$ cat src/rtl/hazard_ctrl.sv
// -----------------------------------------------------------------------------
// hazard_ctrl -- pipeline hazard controller for a 5-stage in-order core.
//
// Purpose:
//   Resolves three kinds of hazard and drives the stall (hold) and flush
//   (bubble) controls of the PC and the segment registers:
//     * memory wait   : MEM-stage data access not acknowledged -> freeze the
//                       whole pipeline and bubble MEM/WB until dm_ack.
//     * load-use      : EX holds a load whose destination an ID source needs
//                       -> hold PC and IF/ID for one cycle, bubble ID/EX.
//     * redirect      : taken branch/jal/jalr resolved in EX -> squash the
//                       two younger instructions (IF/ID and ID/EX).
//   Also selects the operand forwarding source for both ID source registers.
//
// Ports:
//   clk, rst                  clock, asynchronous active-high reset
//   id_rf_ra0/1, id_rf_re0/1  ID source register addresses / read enables
//   ex_rf_wa/we, ex_rf_wd_sel EX destination, write enable, writeback select
//                             (2'b10 = load)
//   mem_rf_wa/we, wb_rf_wa/we MEM and WB destinations / write enables
//   ex_pc_sel                 nonzero = taken redirect resolved in EX
//   dm_req, dm_ack            MEM-stage access pending / memory done
//   stall_if/id/ex/mem        hold PC, IF/ID, ID/EX, EX/MEM
//   flush_id/ex/mem/wb        bubble IF/ID, ID/EX, EX/MEM, MEM/WB
//   fwd_sel0/1                0 = RF, 1 = MEM ALU result, 2 = WB write data
//   mem_wait, wait_cnt        FSM in WAIT / cycles spent in current WAIT
//   dm_timeout                sticky: a WAIT lasted 255 cycles or more
//
// Configuration:
//   HAZARD_PERF_EN  adds 32-bit wrapping counters stall_cycles, lu_count and
//                   redirect_count (memory-stall, load-use and redirect
//                   cycles). Undefined by default.
// -----------------------------------------------------------------------------
module hazard_ctrl (
    input  logic       clk,
    input  logic       rst,
    input  logic [4:0] id_rf_ra0,
    input  logic [4:0] id_rf_ra1,
    input  logic       id_rf_re0,
    input  logic       id_rf_re1,
    input  logic [4:0] ex_rf_wa,
    input  logic       ex_rf_we,
    input  logic [1:0] ex_rf_wd_sel,
    input  logic [4:0] mem_rf_wa,
    input  logic       mem_rf_we,
    input  logic [4:0] wb_rf_wa,
    input  logic       wb_rf_we,
    input  logic [1:0] ex_pc_sel,
    input  logic       dm_req,
    input  logic       dm_ack,
    output logic       stall_if,
    output logic       stall_id,
    output logic       stall_ex,
    output logic       stall_mem,
    output logic       flush_id,
    output logic       flush_ex,
    output logic       flush_mem,
    output logic       flush_wb,
    output logic [1:0] fwd_sel0,
    output logic [1:0] fwd_sel1,
    output logic       mem_wait,
    output logic [7:0] wait_cnt,
    output logic       dm_timeout
`ifdef HAZARD_PERF_EN
    ,
    output logic [31:0] stall_cycles,
    output logic [31:0] lu_count,
    output logic [31:0] redirect_count
`endif
);

    localparam logic [1:0] WD_SEL_LOAD = 2'b10;
    localparam logic [1:0] FWD_RF      = 2'd0;
    localparam logic [1:0] FWD_MEM     = 2'd1;
    localparam logic [1:0] FWD_WB      = 2'd2;
    localparam logic [7:0] CNT_MAX     = 8'hFF;

    typedef enum logic {
        ST_RUN  = 1'b0,
        ST_WAIT = 1'b1
    } state_t;

    state_t     state_q, state_d;
    logic [7:0] wait_cnt_q, wait_cnt_d;
    logic       dm_timeout_q, dm_timeout_d;

    logic mem_stall;
    logic redirect;
    logic lu_match;
    logic lu_stall;
    logic redirect_act;

    // -------------------------------------------------------------------------
    // Next-state logic for the memory-wait FSM and its counters
    // -------------------------------------------------------------------------
    always_comb begin
        // NOTE: every variable gets a default before any branch so no path
        // leaves it unassigned, which would otherwise infer a latch.
        state_d      = state_q;
        wait_cnt_d   = wait_cnt_q;
        dm_timeout_d = dm_timeout_q;

        unique case (state_q)
            ST_RUN: begin
                // dm_req with dm_ack in the same cycle is a zero-wait access.
                if (dm_req && !dm_ack) begin
                    state_d    = ST_WAIT;
                    wait_cnt_d = '0;
                end
            end
            ST_WAIT: begin
                if (dm_ack) begin
                    state_d    = ST_RUN;
                    wait_cnt_d = '0;
                end else if (wait_cnt_q != CNT_MAX) begin
                    wait_cnt_d = wait_cnt_q + 8'd1;
                end
            end
            default: begin
                state_d    = ST_RUN;
                wait_cnt_d = '0;
            end
        endcase

        // Sticky: set on the same edge wait_cnt reaches its ceiling; the FSM
        // itself keeps waiting for dm_ack.
        if (wait_cnt_d == CNT_MAX) begin
            dm_timeout_d = 1'b1;
        end
    end

    // NOTE: the reset is asynchronous, so rst appears in the sensitivity list
    // and a mid-WAIT reset takes effect without a clock edge.
    always_ff @(posedge clk or posedge rst) begin
        if (rst) begin
            state_q      <= ST_RUN;
            wait_cnt_q   <= '0;
            dm_timeout_q <= 1'b0;
        end else begin
            // NOTE: sequential state uses non-blocking assignments so every
            // flop samples pre-edge values regardless of statement order.
            state_q      <= state_d;
            wait_cnt_q   <= wait_cnt_d;
            dm_timeout_q <= dm_timeout_d;
        end
    end

    assign mem_wait   = (state_q == ST_WAIT);
    assign wait_cnt   = wait_cnt_q;
    assign dm_timeout = dm_timeout_q;

    // -------------------------------------------------------------------------
    // Hazard detection
    // -------------------------------------------------------------------------
    // Frozen while waiting, and also in the RUN cycle that is about to leave
    // for WAIT, so the access in MEM is held in place from its first cycle.
    assign mem_stall = (state_q == ST_WAIT) || (dm_req && !dm_ack);

    assign redirect = (ex_pc_sel != 2'b00);

    // x0 is hard-wired zero, so a load targeting it never creates a hazard.
    assign lu_match = (ex_rf_wd_sel == WD_SEL_LOAD) && ex_rf_we &&
                      (ex_rf_wa != 5'd0) &&
                      ((id_rf_re0 && (id_rf_ra0 == ex_rf_wa)) ||
                       (id_rf_re1 && (id_rf_ra1 == ex_rf_wa)));

    // A redirect squashes the dependent instruction in ID, so its load-use
    // stall would only delay the fetch of the correct target.
    assign redirect_act = !mem_stall && redirect;
    assign lu_stall     = !mem_stall && !redirect && lu_match;

    // -------------------------------------------------------------------------
    // Forwarding: MEM is younger than WB, so it wins when both match.
    // -------------------------------------------------------------------------
    function automatic logic [1:0] fwd_pick(input logic [4:0] ra);
        logic [1:0] sel;
        sel = FWD_RF;
        if (mem_rf_we && (mem_rf_wa != 5'd0) && (mem_rf_wa == ra)) begin
            sel = FWD_MEM;
        end else if (wb_rf_we && (wb_rf_wa != 5'd0) && (wb_rf_wa == ra)) begin
            sel = FWD_WB;
        end
        return sel;
    endfunction

    // -------------------------------------------------------------------------
    // Stall / flush / forward outputs. Priority: reset, memory wait,
    // redirect, load-use. No branch asserts a stall and a flush on the same
    // segment register.
    // -------------------------------------------------------------------------
    always_comb begin
        stall_if  = 1'b0;
        stall_id  = 1'b0;
        stall_ex  = 1'b0;
        stall_mem = 1'b0;
        flush_id  = 1'b0;
        flush_ex  = 1'b0;
        flush_mem = 1'b0;
        flush_wb  = 1'b0;
        fwd_sel0  = FWD_RF;
        fwd_sel1  = FWD_RF;

        if (rst) begin
            // Bubble every segment register while in reset.
            flush_id  = 1'b1;
            flush_ex  = 1'b1;
            flush_mem = 1'b1;
            flush_wb  = 1'b1;
        end else begin
            fwd_sel0 = fwd_pick(id_rf_ra0);
            fwd_sel1 = fwd_pick(id_rf_ra1);

            if (mem_stall) begin
                // Freeze everything up to EX/MEM; WB must not retire the
                // pending access twice, so MEM/WB takes a bubble.
                stall_if  = 1'b1;
                stall_id  = 1'b1;
                stall_ex  = 1'b1;
                stall_mem = 1'b1;
                flush_wb  = 1'b1;
            end else if (redirect_act) begin
                flush_id = 1'b1;
                flush_ex = 1'b1;
            end else if (lu_stall) begin
                stall_if = 1'b1;
                stall_id = 1'b1;
                flush_ex = 1'b1;
            end
        end
    end

`ifdef HAZARD_PERF_EN
    // -------------------------------------------------------------------------
    // Performance counters (wrap modulo 2^32)
    // -------------------------------------------------------------------------
    logic [31:0] stall_cycles_q, stall_cycles_d;
    logic [31:0] lu_count_q, lu_count_d;
    logic [31:0] redirect_count_q, redirect_count_d;

    always_comb begin
        stall_cycles_d   = stall_cycles_q + {31'd0, mem_stall};
        lu_count_d       = lu_count_q + {31'd0, lu_stall};
        redirect_count_d = redirect_count_q + {31'd0, redirect_act};
    end

    always_ff @(posedge clk or posedge rst) begin
        if (rst) begin
            stall_cycles_q   <= '0;
            lu_count_q       <= '0;
            redirect_count_q <= '0;
        end else begin
            stall_cycles_q   <= stall_cycles_d;
            lu_count_q       <= lu_count_d;
            redirect_count_q <= redirect_count_d;
        end
    end

    assign stall_cycles   = stall_cycles_q;
    assign lu_count       = lu_count_q;
    assign redirect_count = redirect_count_q;
`endif

endmodule

$ cat config.mk
export PLATFORM = sky130hd
export DESIGN_NAME = hazard_ctrl
export DESIGN_NICKNAME = d
export VERILOG_FILES = /design/src/rtl/hazard_ctrl.sv
export SDC_FILE = /design/constraint.sdc
export NUM_CORES = 1
export LEC_CHECK = 0
export ABC_AREA = 1
export CAP_MARGIN = 0
export CORE_ASPECT_RATIO = 0.5
export CORE_MARGIN = 4
export CORE_UTILIZATION = 40
export DETAILED_ROUTE_END_ITERATION = 6
export PLACE_DENSITY = 0.77
export SYNTH_ARGS = -nofsm -noshare
export SYNTH_HDL_FRONTEND = slang
export SYNTH_SLANG_ARGS = --single-unit
$ cat constraint.sdc
create_clock -name clk -period 1.9 [get_ports clk]
set_clock_uncertainty 0.15 [all_clocks]
set_input_delay 0.19 -clock clk [delete_from_list [all_inputs] [get_ports clk]]
set_output_delay 0.19 -clock clk [all_outputs]
set_load 0.02 [all_outputs]
==> metrics, run 1 <==
GPL Wtd Cong 0.895; Sw Share a little under a third; net load switching power 0.000266 W; Worst EP arrival approximately 1.5 ns; footprint of the multi-input gates around 850 um^2; clock power share 31.3%; Worst-Skew Late Latency ~0.24 ns; Area Growth Syn to Fin 73.7%; worst slew pin tran around 0.31 ns; Total Routing Usage GR about a fifth; worst min-delay path startpoint dm_req; Pre-antenna DRT Iters 4; worst r2r dst dm_timeout; Yosys cell types 30; total clock sinks 10; layout cells sized above 1 between 20% and 30%; Final Hold Vio Count 0; setup tns final 0 ns; # port buffers 59; Syn Inst Count 192; post-route insts no fill 309; vias per cell between 4 and 5; first-pass GRT wire length 6.40 mm; fill count 228; Wirelength per Cell roughly 13 um; initial core utilization between 40% and 50%; total grt overflow 0; CTS tree done; Routed WL between 3 and 4 mm; post-synthesis instance area ~1200 um^2; CTS HTree Levels 1; HPWL Detailed 3.09 mm; ant diodes 0; Core Area about 2700 um^2; largest net degree at the start of global routing 11; crit path time final approximately 1.8 ns; Tot Pwr approximately 0.00085 W; vias in the first global route about 1500; critical path fanouts, max 3; PwrDens approximately 400 nW/um^2; Die Area approximately 4000 um^2; fin crit share between 90% and 100%; largest area contributor in the netlist dfrtp_1; min-delay worst type in -> reg; DRT iter0 DRCs between 40 and 50; Seq pwr share about 27%; dpl cells 303; remaining antenna violation count 0; Critical Path Sink Type output port; routed vias 1514; flop-to-flop setup slack ~0.21 ns; number of setup violations in the final report 0; top cells by area, synth dfrtp_1, nand2_1, xnor2_1; WS Path Type in -> out; most common cell after layout, fill and taps aside nand2_1; Finished Core Util between 70% and 80%; Worst Slack Setup Final ~0.074 ns; Clock transition at path regs ~0.050 ns; CTS root buf clkbuf_8; initial antenna violation count 0; die height between 40 and 50 um; # rows 13; Hold Crit Endpoint mem_wait; P_leak approximately 1.1 nW; Yosys warnings 0; Comb power frac roughly 42%; most frequent cells in the layout nand2_1, clkdlybuf4s50_1, buf_4, nor2_1, dlymetal6s2s_1; net count of the mapped netlist roughly 230; Die W between 80 and 90 um; Storage cell area ~250 um^2; R2R cell count 11; reg2reg start wait_cnt[1]; Yosys top cell area share 21.0%; CTS Buffer Depth 2; Worst Hold Path Cells 4; Slew Limit Fails 0; mean post-synth cell area 6.20 um^2; Max Clock Freq 0.548 GHz; DRC Markers 0; # IOs 60; Net count, final 312; FF+latch count, synth 10; Max VDD drop between 500 and 600 uV; post-synthesis sequential area ratio 21.0%; P_int between 0.0005 and 0.0006 W; pre-CTS WS -0.445 ns; CTS buffer count 3; CP startpoint kind primary input; max-cap violations 0; Slew HR ~80%; outcome complete, no violations; Crit path required time 1.56 ns
==> cell families after synthesis <==
| group | Yosys count | synth area share [%] |
|---|---|---|
| and+or+nand+nor | 114 | 45.1 |
| xor gates and xnor gates | 18 | 13.2 |
| DFF | 10 | 21.0 |
| AOI/OAI and AO/OA | 20 | 9.45 |
| buffers and inverters | 29 | 10.2 |
| adders and majority gates | 1 | 1.05 |
==> layer usage <==
layer	global-route usage, %	vias up	routed length (um)
met1	25.3	687	1700
met5	0	-	0
li1	-	773	-
met2	38.0	52	1870
met4	5.05	0	10
met3	3.39	2	286
==> worst max path at each step <==
stage,startpoint,to,slack (ns),cells past startpoint
after global placement,id_rf_ra0[1],stall_id,-0.43,9
after floorplan,mem_wait,stall_if,0.09,8
final,wb_rf_wa[2],fwd_sel1[1],0.07,8
after global routing,mem_wait,stall_if,-0.004,8
after detailed placement,id_rf_ra0[1],stall_if,-0.44,9
after CTS,id_rf_ra0[0],fwd_sel0[1],-0.01,7
==> worst max-delay path, cell delays in order <==
cell and delay [ns]:
clkdlybuf4s50_1 0.52, inv_1 0.07, nand3_1 0.08, o21ai_1 0.07, nor3_1 0.19, nand3_1 0.09, nor2_1 0.10, buf_2 0.17
==> Yosys cell counts <==
| cell type | number |
|---|---|
| o21bai_1 | 1 |
| nand3_2 | 2 |
| nand2_2 | 5 |
| nor3_1 | 5 |
| nor4_1 | 2 |
| nand2_1 | 54 |
| nor3b_1 | 1 |
| nand3b_1 | 1 |
| buf_4 | 3 |
| and3_1 | 1 |
| o21ai_1 | 4 |
| ha_1 | 1 |
| clkinv_2 | 1 |
| o2111ai_1 | 1 |
| dfrtp_1 | 10 |
| nor2_1 | 23 |
| xnor2_1 | 10 |
| nor2_8 | 1 |
| a21oi_1 | 7 |
| a31oi_1 | 1 |
| o22ai_1 | 4 |
| nand3_1 | 13 |
| nand4_1 | 3 |
| inv_2 | 8 |
| clkbuf_1 | 1 |
| inv_1 | 16 |
| o21ai_0 | 2 |
| xor2_1 | 8 |
| nand2_4 | 2 |
| nor2_4 | 1 |
==> what timing repair did <==
item                       CTS  global route
resized for setup           44            32
setup endpoints to repair   11             9
setup buffers                0             2
pin swaps                    0             7
hold endpoints to repair     0             0
hold buffers                 0             0
==> flip-flops by register name, indices dropped and copies added, names as in the netlist <==
name	cells
dm_timeout	1
wait_cnt	8
mem_wait	1
==> power by group through the flow <==
stage	sequential [W]	clock, W	combinational (W)
global placement	0.000234	0	0.000350
detailed placement	0.000234	0	0.000354
finish	0.000231	0.000267	0.000354
CTS	0.000231	0.000279	0.000347
floorplan	0.000247	0	0.000142
global route	0.000233	0.000293	0.000386
==> through the flow <==
step,hold slack (ns),instance area [um^2]
6_report,0.174,2070
3_3_place_gp,0.298,1950
5_1_grt,0.194,2070
2_1_floorplan,0.0824,1190
4_1_cts,0.303,1980
3_5_place_dp,0.307,1950
==> cell type report <==
cell class                 instances  area share, %
inverter                          25           4.59
tap                               37           2.24
clock buffer                       4           2.66
sequential                        10           12.1
timing repair buffer              80           37.2
multi-input combinational        153           41.2
Note: power is estimated with default switching activity, not from simulation.
==> run 2, diff against run 1 <==
CTS_CLUSTER_DIAMETER = 30   (was default)
CTS_CLUSTER_SIZE = 20   (was default)
SKIP_LAST_GASP = 1   (was default)
==> metrics, run 2 (same netlist as run 1, synthesis figures left out) <==
outcome complete, no violations; Worst EP arrival 1.49 ns (about the same); Slew HR 79.6% (unchanged); PwrDens 412 nW/um^2 (about the same); total grt overflow 0 (unchanged); Final Hold Vio Count 0 (unchanged); Crit path required time 1.56 ns (about the same); first-pass GRT wire length 6.38 mm (-0.22%); layout cells sized above 1 23.9% (unchanged); max-cap violations 0 (unchanged); most frequent cells in the layout nand2_1, clkdlybuf4s50_1, buf_4, nor2_1, dlymetal6s2s_1; crit path time final 1.83 ns (unchanged); vias in the first global route 1462 (-0.14%); DRC Markers 0 (unchanged); HPWL Detailed 3.09 mm (unchanged); Max VDD drop 559 uV (about the same); fill count 229 (+0.44%); CTS tree done; Area Growth Syn to Fin 73.6% (about the same); initial core utilization 43.9% (unchanged); number of setup violations in the final report 0 (unchanged); Worst-Skew Late Latency 0.24 ns (about the same); vias per cell 4.90 (unchanged); GPL Wtd Cong 0.895 (unchanged); worst slew pin tran 0.306 ns (unchanged); Die Area 3970 um^2 (unchanged); Post-CTS Hold Buffers 0 (unchanged); Slew Limit Fails 0 (unchanged); setup tns final 0 ns (unchanged); CTS HTree Levels 1 (unchanged); max reg flops 8 (unchanged); Pre-antenna DRT Iters 4 (unchanged); Worst Hold Path Cells 4 (unchanged); remaining antenna violation count 0 (unchanged); WS Path Type in -> out; Net count, final 312 (unchanged); # IOs 60 (unchanged); Die W 85.2 um (unchanged); total clock sinks 10 (unchanged); Critical Path Sink Type output port; CTS root buf clkbuf_8; P_leak 1.15 nW (about the same); die height 46.6 um (unchanged); R2R cell count 11 (unchanged); largest net degree at the start of global routing 11 (unchanged); # port buffers 59 (unchanged); ant diodes 0 (unchanged); Routed WL 3.87 mm (about the same); pre-CTS WS -0.445 ns (unchanged); CTS Buffer Depth 2 (unchanged); fin crit share 96.1% (unchanged); placed cell area 1950 um^2 (unchanged); min-delay worst type in -> reg; routed vias 1514 (unchanged); finished layout cell area 2070 um^2 (about the same); Wirelength per Cell 12.5 um (about the same); Max Clock Freq 0.548 GHz (unchanged); critical path fanouts, max 3 (unchanged); initial antenna violation count 0 (unchanged); CP startpoint kind primary input; most common cell after layout, fill and taps aside nand2_1; Total Routing Usage GR 20.4% (-0.039 points); CTS buffer count 3 (unchanged); # rows 13 (unchanged); Clock transition at path regs 0.05 ns (about the same); Core Area 2720 um^2 (unchanged); DRT iter0 DRCs 42 (unchanged); Worst Slack Setup Final 0.0738 ns (unchanged)
[run 2: cell count changes in the layout (fill, tap and decap cells not counted)]
cell	previous run	this run
dlygate4sd2_1	5	6
clkdlybuf4s15_1	1	0
[run 2: path summary, 6_finish.rpt]
| path | slack [ns] | startpoint | to |
|---|---|---|---|
| hold reg to reg | 0.33 | dm_timeout | dm_timeout |
| min in group asynchronous | 0.30 | rst | wait_cnt[7] |
| setup / recovery | 0.07 | wb_rf_wa[2] | fwd_sel1[1] |
| setup reg to reg | 0.21 | wait_cnt[1] | dm_timeout |
| hold / removal | 0.17 | dm_req | mem_wait |
| max in group asynchronous | 1.15 | rst | mem_wait |
[run 2: worst max-delay path, cell delays in order]
cell and delay (ns):
clkdlybuf4s50_1 0.52, inv_1 0.07, nand3_1 0.08, o21ai_1 0.07
nor3_1 0.19, nand3_1 0.09, nor2_1 0.10, buf_2 0.17
[run 2: layer usage]
| layer | vias up | wire length (um) | global-route usage (%) |
|---|---|---|---|
| met1 | 687 | 1700 | 25.2 |
| li1 | 773 | - | - |
| met3 | 2 | 286 | 3.39 |
| met4 | 0 | 10 | 5.05 |
| met5 | - | 0 | 0 |
| met2 | 52 | 1870 | 38.0 |
[run 2: layout make-up]
| cell class | count | area, um^2 | area share (%) |
|---|---|---|---|
| Multi-Input combinational cell | 153 | 853 | 41.3 |
| Inverter | 25 | 95.1 | 4.60 |
| Clock buffer | 4 | 55.1 | 2.66 |
| Sequential cell | 10 | 250 | 12.1 |
| Tap cell | 37 | 46.3 | 2.24 |
| Timing Repair Buffer | 80 | 768 | 37.1 |
[run 2: per-stage QoR]
stage	power, W	hold WS [ns]	instances	utilization, %
2_1_floorplan	0.000389	0.0824	192	-
3_3_place_gp	0.000584	0.298	303	71.7
3_5_place_dp	0.000588	0.307	303	71.7
4_1_cts	0.000857	0.300	307	72.9
5_1_grt	0.000912	0.194	309	76.1
6_report	0.000852	0.174	309	76.1
[run 2: what timing repair did]
action / 4_1_cts / 5_1_grt
gates resized for setup: 41 / 34
pin swaps: 0 / 7
buffers inserted: 0 / 2
setup endpoints to repair: 11 / 9
[run 2: power breakdown]
| group | switching, W | internal [W] | leakage (nW) | total, W |
|---|---|---|---|---|
| logic | 0.000172 | 0.000182 | 0.987 | 0.000353 |
| clock network | 0.0000848 | 0.000182 | 0.0288 | 0.000267 |
| registers | 0.00000950 | 0.000222 | 0.131 | 0.000231 |
| total | 0.000266 | 0.000586 | 1.15 | 0.000852 |
